$ cat config.mk
export PLATFORM = sky130hd
export DESIGN_NAME = serial_subtractor
export DESIGN_NICKNAME = d
export VERILOG_FILES = /design/src/rtl/serial_arith_pkg.sv /design/src/rtl/full_subtractor_bit.sv /design/src/rtl/serial_subtractor.sv
export SDC_FILE = /design/constraint.sdc
export NUM_CORES = 1
export LEC_CHECK = 0
export CORE_UTILIZATION = 40
export DETAILED_ROUTE_END_ITERATION = 12
export SETUP_SLACK_MARGIN = 0.1
export SYNTH_ARGS = -nofsm -noshare
export SYNTH_HDL_FRONTEND = slang
export SYNTH_SLANG_ARGS = --single-unit
export TNS_END_PERCENT = 5
$ cat constraint.sdc
create_clock -name clk -period 3.95 [get_ports clk]
set_input_delay 0.79 -clock clk [delete_from_list [all_inputs] [get_ports clk]]
set_output_delay 0.79 -clock clk [all_outputs]
set_load 0.03 [all_outputs]
$ cat src/rtl/serial_arith_pkg.sv
// rtl/serial_arith_pkg.sv - shared constants for the bit-serial arithmetic blocks
//
// Holds the FSM state encoding used by serial_subtractor and the default
// operand width for the serial datapath library.

package serial_arith_pkg;

  // Default operand/result width for the serial arithmetic blocks.
  localparam int DEFAULT_WIDTH = 8;

  // Sequencer states shared by the serial arithmetic blocks.
  typedef enum logic [1:0] {
    ST_IDLE = 2'd0,
    ST_RUN  = 2'd1,
    ST_DONE = 2'd2
  } state_e;

endpackage

$ cat src/rtl/full_subtractor_bit.sv
// rtl/full_subtractor_bit.sv - combinational one-bit full-subtractor slice
//
// Computes a - b - bin for single bits.
// Ports:
//   a    in  minuend bit
//   b    in  subtrahend bit
//   bin  in  borrow in from the less significant bit
//   d    out difference bit
//   bout out borrow out to the more significant bit

module full_subtractor_bit (
  input  logic a,
  input  logic b,
  input  logic bin,
  output logic d,
  output logic bout
);

  assign d    = a ^ b ^ bin;
  // Borrow when b exceeds a outright, or when they are equal and a borrow
  // arrives from below.
  assign bout = (~a & b) | (~(a ^ b) & bin);

endmodule

$ cat src/rtl/serial_subtractor.sv
// rtl/serial_subtractor.sv - bit-serial subtractor, diff = a - b over WIDTH cycles, LSB first
//
// One full-subtractor slice plus a registered borrow, sequenced by an
// IDLE/RUN/DONE FSM with a start/done handshake.
// Optional build macro: SERIAL_SUB_OVERFLOW_EN adds the signed overflow output.
// Ports:
//   clk         in  rising-edge clock
//   rst_n       in  asynchronous active-low reset
//   start       in  request, sampled only in IDLE
//   a           in  [WIDTH] minuend, captured on the start-sampling edge
//   b           in  [WIDTH] subtrahend, captured on the start-sampling edge
//   busy        out high while in RUN
//   done        out one-cycle pulse when diff/borrow_out are updated
//   diff        out [WIDTH] registered a - b mod 2^WIDTH
//   borrow_out  out final borrow (a < b unsigned)
//   overflow    out signed overflow (only with SERIAL_SUB_OVERFLOW_EN)

module serial_subtractor
  import serial_arith_pkg::*;
#(
  parameter int WIDTH = DEFAULT_WIDTH
) (
  input  logic             clk,
  input  logic             rst_n,
  input  logic             start,
  input  logic [WIDTH-1:0] a,
  input  logic [WIDTH-1:0] b,
  output logic             busy,
  output logic             done,
  output logic [WIDTH-1:0] diff,
  output logic             borrow_out
`ifdef SERIAL_SUB_OVERFLOW_EN
  ,
  output logic             overflow
`endif
);

  // One extra bit so that WIDTH=1 still gets a legal, non-zero-width counter.
  localparam int CNT_W = $clog2(WIDTH) + 1;

  state_e             state_q, state_d;
  logic [WIDTH-1:0]   sa_q, sa_d;
  logic [WIDTH-1:0]   sb_q, sb_d;
  logic [WIDTH-1:0]   sr_q, sr_d;
  logic [WIDTH-1:0]   diff_q, diff_d;
  logic [CNT_W-1:0]   cnt_q, cnt_d;
  logic               br_q, br_d;
  logic               borrow_q, borrow_d;
  logic               busy_q, busy_d;
  logic               done_q, done_d;

  logic               slice_d;
  logic               slice_bout;
  logic [WIDTH-1:0]   sr_shift;
  logic               last_bit;

`ifdef SERIAL_SUB_OVERFLOW_EN
  logic               sa_msb_q, sa_msb_d;
  logic               sb_msb_q, sb_msb_d;
  logic               ov_q, ov_d;
`endif

  full_subtractor_bit u_slice (
    .a    (sa_q[0]),
    .b    (sb_q[0]),
    .bin  (br_q),
    .d    (slice_d),
    .bout (slice_bout)
  );

  // New difference bit enters at the MSB; written as shift/or so it stays
  // legal for WIDTH=1, where there are no lower bits to keep.
  assign sr_shift = (sr_q >> 1) | (WIDTH'(slice_d) << (WIDTH - 1));
  assign last_bit = (cnt_q == CNT_W'(WIDTH - 1));

  always_comb begin
    state_d  = state_q;
    sa_d     = sa_q;
    sb_d     = sb_q;
    sr_d     = sr_q;
    diff_d   = diff_q;
    cnt_d    = cnt_q;
    br_d     = br_q;
    borrow_d = borrow_q;
`ifdef SERIAL_SUB_OVERFLOW_EN
    sa_msb_d = sa_msb_q;
    sb_msb_d = sb_msb_q;
    ov_d     = ov_q;
`endif

    case (state_q)
      ST_IDLE: begin
        if (start) begin
          sa_d    = a;
          sb_d    = b;
          br_d    = 1'b0;
          cnt_d   = '0;
`ifdef SERIAL_SUB_OVERFLOW_EN
          sa_msb_d = a[WIDTH-1];
          sb_msb_d = b[WIDTH-1];
`endif
          state_d = ST_RUN;
        end
      end

      ST_RUN: begin
        br_d  = slice_bout;
        sa_d  = sa_q >> 1;
        sb_d  = sb_q >> 1;
        sr_d  = sr_shift;
        cnt_d = cnt_q + CNT_W'(1);
        if (last_bit) begin
          // Publish the completed result on the same edge as the final bit.
          diff_d   = sr_shift;
          borrow_d = slice_bout;
`ifdef SERIAL_SUB_OVERFLOW_EN
          // Operands of differing sign whose result sign disagrees with the
          // minuend have left the signed range.
          ov_d = (sa_msb_q ^ sb_msb_q) & (sr_shift[WIDTH-1] ^ sa_msb_q);
`endif
          state_d  = ST_DONE;
        end
      end

      ST_DONE: begin
        state_d = ST_IDLE;
      end

      default: begin
        state_d = ST_IDLE;
      end
    endcase

    // Status flags are registered decodes of the next state, so they line
    // up exactly with the state they describe and have no input path.
    busy_d = (state_d == ST_RUN);
    done_d = (state_d == ST_DONE);
  end

  always_ff @(posedge clk or negedge rst_n) begin
    if (!rst_n) begin
      state_q  <= ST_IDLE;
      sa_q     <= '0;
      sb_q     <= '0;
      sr_q     <= '0;
      diff_q   <= '0;
      cnt_q    <= '0;
      br_q     <= 1'b0;
      borrow_q <= 1'b0;
      busy_q   <= 1'b0;
      done_q   <= 1'b0;
`ifdef SERIAL_SUB_OVERFLOW_EN
      sa_msb_q <= 1'b0;
      sb_msb_q <= 1'b0;
      ov_q     <= 1'b0;
`endif
    end else begin
      state_q  <= state_d;
      sa_q     <= sa_d;
      sb_q     <= sb_d;
      sr_q     <= sr_d;
      diff_q   <= diff_d;
      cnt_q    <= cnt_d;
      br_q     <= br_d;
      borrow_q <= borrow_d;
      busy_q   <= busy_d;
      done_q   <= done_d;
`ifdef SERIAL_SUB_OVERFLOW_EN
      sa_msb_q <= sa_msb_d;
      sb_msb_q <= sb_msb_d;
      ov_q     <= ov_d;
`endif
    end
  end

  assign busy       = busy_q;
  assign done       = done_q;
  assign diff       = diff_q;
  assign borrow_out = borrow_q;
`ifdef SERIAL_SUB_OVERFLOW_EN
  assign overflow   = ov_q;
`endif

endmodule
==> results of run 1 <==
[synth_stat cells, types with 2 or more instances]
library cell / instances
mux2i_1: 2
clkbuf_1: 6
a22o_1: 2
nand2b_1: 3
buf_2: 4
mux2_2: 8
nand3_1: 3
a22oi_1: 13
a21oi_1: 12
inv_1: 2
dfrtp_1: 41
o21ai_0: 17
nand2_1: 28
nor2b_1: 12
[worst min-delay path, stage by stage, from the launching register on]
cell and delay, ns:
dfrtp_1 0.35, nand2_1 0.05, nand2_1 0.06
[path summary, 6_finish.rpt]
path                       endpoint  slack (ns)  cells past startpoint
max                         sa_q[4]        1.62                      4
min                         sr_q[1]        0.48                      2
max reg2reg                 diff[5]        1.62                      3
min reg2reg                 sr_q[1]        0.48                      2
max in group asynchronous  cnt_q[1]        2.73                      1
min in group asynchronous   diff[0]        0.62                      1
[layer usage]
layer	vias up	routed length [µm]	track usage
li1	625	-	-
met1	631	1599	0.2164
met2	30	1654	0.2819
met3	4	113	0.03454
met4	0	53	0.08854
met5	-	0	0
[final cells by class]
class	instances	area, µm²	share of cell area
Clock buffer	6	82.58	0.03741
Timing Repair Buffer	30	292.8	0.1327
Tap cell	50	62.56	0.02834
Inverter	2	7.507	0.003401
Sequential cell	41	1026	0.4649
Multi-Input combinational cell	112	698.2	0.3163
Clock inverter	2	37.54	0.01701
[metrics by stage]
stage / area (µm²) / hold slack, ns
floorplan: 1774 / 0.4402
global placement: 2087 / 0.4553
detailed placement: 2087 / 0.4627
CTS: 2207 / 0.4838
global route: 2207 / 0.5333
finish: 2207 / 0.4793
[cells by family after synthesis]
family	after synthesis	synth area share
and+or+nand+nor	52	0.1460
AOI/OAI and AO/OA	48	0.1671
DFF	41	0.5783
buffers and inverters	12	0.02821
muxes	10	0.06206
adders and majority gates	2	0.01834
[power groups by stage]
stage | combinational, mW | sequential, mW | clock, mW
floorplan | 0.404 | 0.801 | 0
global placement | 0.651 | 0.761 | 0
detailed placement | 0.670 | 0.767 | 0
CTS | 0.669 | 0.760 | 0.360
global route | 0.742 | 0.793 | 0.375
finish | 0.659 | 0.757 | 0.352
[cells in the final DEF (no fill, tap or decap), drive strengths merged, types with 2 or more instances in the layout]
| cell | Yosys | layout |
|---|---|---|
| a21oi | 12 | 12 |
| nor3 | 2 | 2 |
| clkdlybuf4s50 | 0 | 28 |
| clkbuf | 6 | 6 |
| buf | 4 | 2 |
| nand2 | 29 | 29 |
| mux2 | 8 | 8 |
| inv | 2 | 2 |
| mux2i | 2 | 2 |
| o21ai | 17 | 17 |
| a22oi | 13 | 13 |
| nand3 | 3 | 3 |
| nor2b | 12 | 12 |
| dfrtp | 41 | 41 |
| a22o | 3 | 3 |
| nand2b | 3 | 3 |
[sequential cells by signal, indices dropped and copies added, names as in the netlist]
register    cells
br_q            1
diff            8
state_q         2
sa_q            8
done            1
sb_q            8
cnt_q           4
sr_q            7
busy            1
borrow_out      1
==> flow_summary.yaml, run 1 <==
power:
  ir_worst_vdd_mv: 0.2477
  pwr-share-clk: 0.199
  power_leakage_nw: 0.9507
  switching_share: 0.3729
  switchingPower_uw: 659.4
  power.total_mw: 1.768
  power_density_mw_per_mm2: 801.2
  p_seq_frac: 0.428
  combPwrFrac: 0.373
  p_int_mw: 1.109
clock_network:
  cts_htree_levels: 2
  clk_pin_slew_ns: 0.08
  holdBufCountCts: 0
  cts_setup_buffers: 0
  clk_latency_ns: 0.29
  cts_root_buffer: "clkbuf_8"
  cts_buffers: 5
  cts.sink_count: 41
  cts_tree: "done"
  clockBufferDepth: 2
  cts-resized-gates: 0
layout:
  fillers: 358
  layout-drive-gt1-share: 0.1088
  nets: 213
  area_growth_pct: 24.40
  fin_util: 0.5363
  diodes: 0
  stdcell_count: 243
detailed_routing:
  finalWirelength_mm: 3.421
  dr.pass1.iters: 4
  wl_per_cell_um: 14.08
  vias_per_cell: 5.309
  drtIter0Drc: 87
  ant_nets: 0
  vias: 1290
  drc: 0
setup_path:
  worstPathMaxFanout: 15
  crit_chain: "clkdlybuf4s50_1, nor2b_1, a21oi_1, o21ai_0"
  r2r_start: "state_q[0]"
  required_ns: 4.16
  crit_arrival_ns: 2.54
  end_kind: "flop"
  crit_start: "start"
  cp_num_buf_inv: 1
  critPathSlowestCell: "clkdlybuf4s50_1"
  cpPeakStageDelay_ns: 0.79
  worst-setup-path-type: "in2reg"
  startpoint_type: "input port"
  cp_top_family: "buffers and inverters"
die:
  initial_core_util: 0.4311
  dieArea_mm2: 0.004706
  num_io_pins: 30
  die_h_um: 68.60
  die_w_um: 68.60
  rows: 23
  core_area_mm2: 0.004115
global_route:
  grt_max_degree: 42
  grt_usage: 0.1729
  grt_overflow_total: 0
  grt_pass1_vias: 1304
  grt_pass1_wl_mm: 5.899
  antenna_found_initial: 0
timing:
  worst_slack_ns: 1.615
  period_minus_slack_ns: 2.335
  hold_viol_final: 0
  min_period_over_period: 0.5910
  clock.fmax_mhz: 428.3
  fin_tns_setup_ns: 0
  slew_viol_final: 0
  worst_pin_slew_ns: 0.9292
  slew-limit-headroom: 0.3806
  setup_viol: 0
  fin_skew_ns: 0.005670
  rsz0062_at_grt: "false"
run:
  maxCapViolCount: 0
logic_synthesis:
  syn_nets: 186
  ys.flop_type: "dfrtp_1"
  synth_cell_types: 26
  synth_edf_count: 0
  synthArstFlopShare: 1.000
  syn-instance-count: 165
  synth_area_mm2: 0.001774
  ys_seq_area_frac: 0.5783
  syn_area_per_cell_um2: 10.75
  synth_top_area_frac: 0.5783
  synth_seq_cells: 41
  ys.warnings.count: 0
  synthTopCellsByArea: "dfrtp_1 (58%), nand2_1 (5.9%), a22oi_1 (5.5%)"
  synth_top_area_cell: "dfrtp_1"
hold_path:
  hold_class: "reg2reg"
  min_from: "sr_q[1]"
placed_design:
  gp_congestion: 0.7273
  dp_hpwl_mm: 2.196
  place_ws_ns: 1.282
  placed_cells: 235
  portBuffers: 29
status:
  status: "complete, no violations"
Note: power is estimated with default switching activity, not from simulation.
==> run 2: changes to the inputs <==
--- a/config.mk
+++ b/config.mk
@@ -7,6 +7,7 @@
 export LEC_CHECK = 0
 export CORE_UTILIZATION = 40
 export DETAILED_ROUTE_END_ITERATION = 12
+export PLACE_DENSITY = 0.65
 export SETUP_SLACK_MARGIN = 0.1
 export SYNTH_ARGS = -nofsm -noshare
 export SYNTH_HDL_FRONTEND = slang
==> constraint.sdc (replaced) <==
create_clock -name clk -period 1.9 [get_ports clk]
set_input_delay 0.38 -clock clk [delete_from_list [all_inputs] [get_ports clk]]
set_output_delay 0.38 -clock clk [all_outputs]
set_load 0.03 [all_outputs]
==> run 2 against run 1 <==
Net effect: die area is the same; worst setup slack lost 1.4 ns; total power grew 100%; clock skew grew 0.0016 ns; non-clock buffer count grew 11; critical endpoint is now borrow_out; largest power group is now combinational logic.
==> flow_summary.yaml, run 2 (synthesized netlist as in run 1, its figures left out) <==
die:
  core_area_mm2: 0.004115
  die_h_um: 68.60
  dieArea_mm2: 0.004706
  rows: 23
  initial_core_util: 0.4311
  die_w_um: 68.60
  num_io_pins: 30
global_route:
  antenna_found_initial: 0
  grt_usage: 0.1788
  grt_overflow_total: 0
  grt_pass1_wl_mm: 6.189
  grt_pass1_vias: 1393
  grt_max_degree: 25
placed_design:
  gp_congestion: 0.7270
  portBuffers: 29
  placed_cell_area_mm2: 0.002170
  dp_hpwl_mm: 2.538
  placed_cells: 246
layout:
  layout_commonest_cell: "dfrtp_1"
  layout-drive-gt1-share: 0.1520
  diodes: 0
  stdcell_count: 254
  final_area_mm2: 0.002252
  nets: 224
  layout_common_cells: "dfrtp_1 (41), nand2_1 (28), clkdlybuf4s50_1 (28)"
  area_growth_pct: 26.94
setup_path:
  end_kind: "primary output"
  reg2regPathDepth: 4
  required_ns: 1.52
  crit_cells: 1
  startpoint_type: "flop"
  critPathSlowestCell: "clkdlybuf4s50_1"
  crit_chain: "clkdlybuf4s50_1"
  cp_num_buf_inv: 1
  crit_arrival_ns: 1.33
  cp_top_family: "buffers and inverters"
  cpPeakStageDelay_ns: 0.67
  worstPathMaxFanout: 2
  worst-setup-path-type: "reg2out"
clock_network:
  clk_latency_ns: 0.29
  cts-resized-gates: 0
  cts_tree: "done"
  clk_pin_slew_ns: 0.08
  cts_root_buffer: "clkbuf_8"
  holdBufCountCts: 0
  cts.sink_count: 41
  clockBufferDepth: 2
  cts_buffers: 5
  cts_htree_levels: 2
power:
  combPwrFrac: 0.433
  switching_share: 0.3853
  power_leakage_nw: 0.9917
  p_int_mw: 2.220
  power_density_mw_per_mm2: 1603
  ir_worst_vdd_mv: 0.4868
  pwr-share-clk: 0.152
  p_seq_frac: 0.415
  switchingPower_mw: 1.391
timing:
  rsz0062_at_grt: "false"
  setup_viol: 0
  slew_viol_final: 0
  fin_skew_ns: 0.007228
  fin_tns_setup_ns: 0
  min_period_over_period: 0.8982
  slew-limit-headroom: 0.6633
  period_minus_slack_ns: 1.707
  clock.fmax_mhz: 586.0
  hold_viol_final: 0
  worst_pin_slew_ns: 0.5035
detailed_routing:
  vias_per_cell: 5.240
  drtIter0Drc: 53
  wl_per_cell_um: 13.78
  ant_nets: 0
  vias: 1331
  dr.pass1.iters: 4
  drc: 0
  finalWirelength_mm: 3.501
status:
  status: "complete, no violations"
hold_path:
  hold_class: "in2async"
run:
  maxCapViolCount: 0
-- run 2: worst paths after layout --
path                            start          to  slack (ns)
setup / recovery           borrow_out  borrow_out        0.19
hold / removal                  rst_n     diff[2]        0.04
setup reg to reg             cnt_q[0]     diff[5]        0.25
hold reg to reg               sr_q[1]     sr_q[1]        0.49
max in group asynchronous       rst_n    cnt_q[2]        1.31
min in group clk              sr_q[1]     sr_q[1]        0.49
-- run 2: final cells by class --
cell class	instances	area, µm²
flip-flops and latches	41	1026
clock buffers	6	72.57
fillers	368	1863
clock inverters	2	10.01
repair buffers	41	375.4
well taps	50	62.56
multi-input cells	112	698.2
inverters	2	7.507
-- run 2: through the flow --
step	total power [mW]	util	hold WS, ns	setup WS [ns]
floorplan	2.506	-	0.08441	0.4053
global placement	3.016	0.5272	0.3783	0.2059
detailed placement	3.105	0.5272	0.3879	0.1293
CTS	3.653	0.5473	0.06421	0.1678
global route	3.919	0.5473	0.09129	0.1183
finish	3.611	0.5473	0.04494	0.1934
-- run 2: power by group through the flow --
stage               combinational [mW]  sequential (mW)  clock [mW]
floorplan                        0.840             1.67           0
global placement                  1.53             1.49           0
detailed placement                1.59             1.51           0
CTS                               1.59             1.50       0.563
global route                      1.76             1.55       0.606
finish                            1.56             1.50       0.548
-- run 2: layer usage --
metal	track usage	up-vias	part of all wire
met4	0.04688	0	0.0063
met5	0	-	0
met2	0.3076	30	0.49
met1	0.2193	647	0.46
met3	0.04934	3	0.041
li1	-	651	-
-- run 2: timing repair --
item                                   in CTS  in global routing
buffers inserted                            0                  0
setup endpoints to repair                   0                  8
endpoints found under the hold margin       0                  0
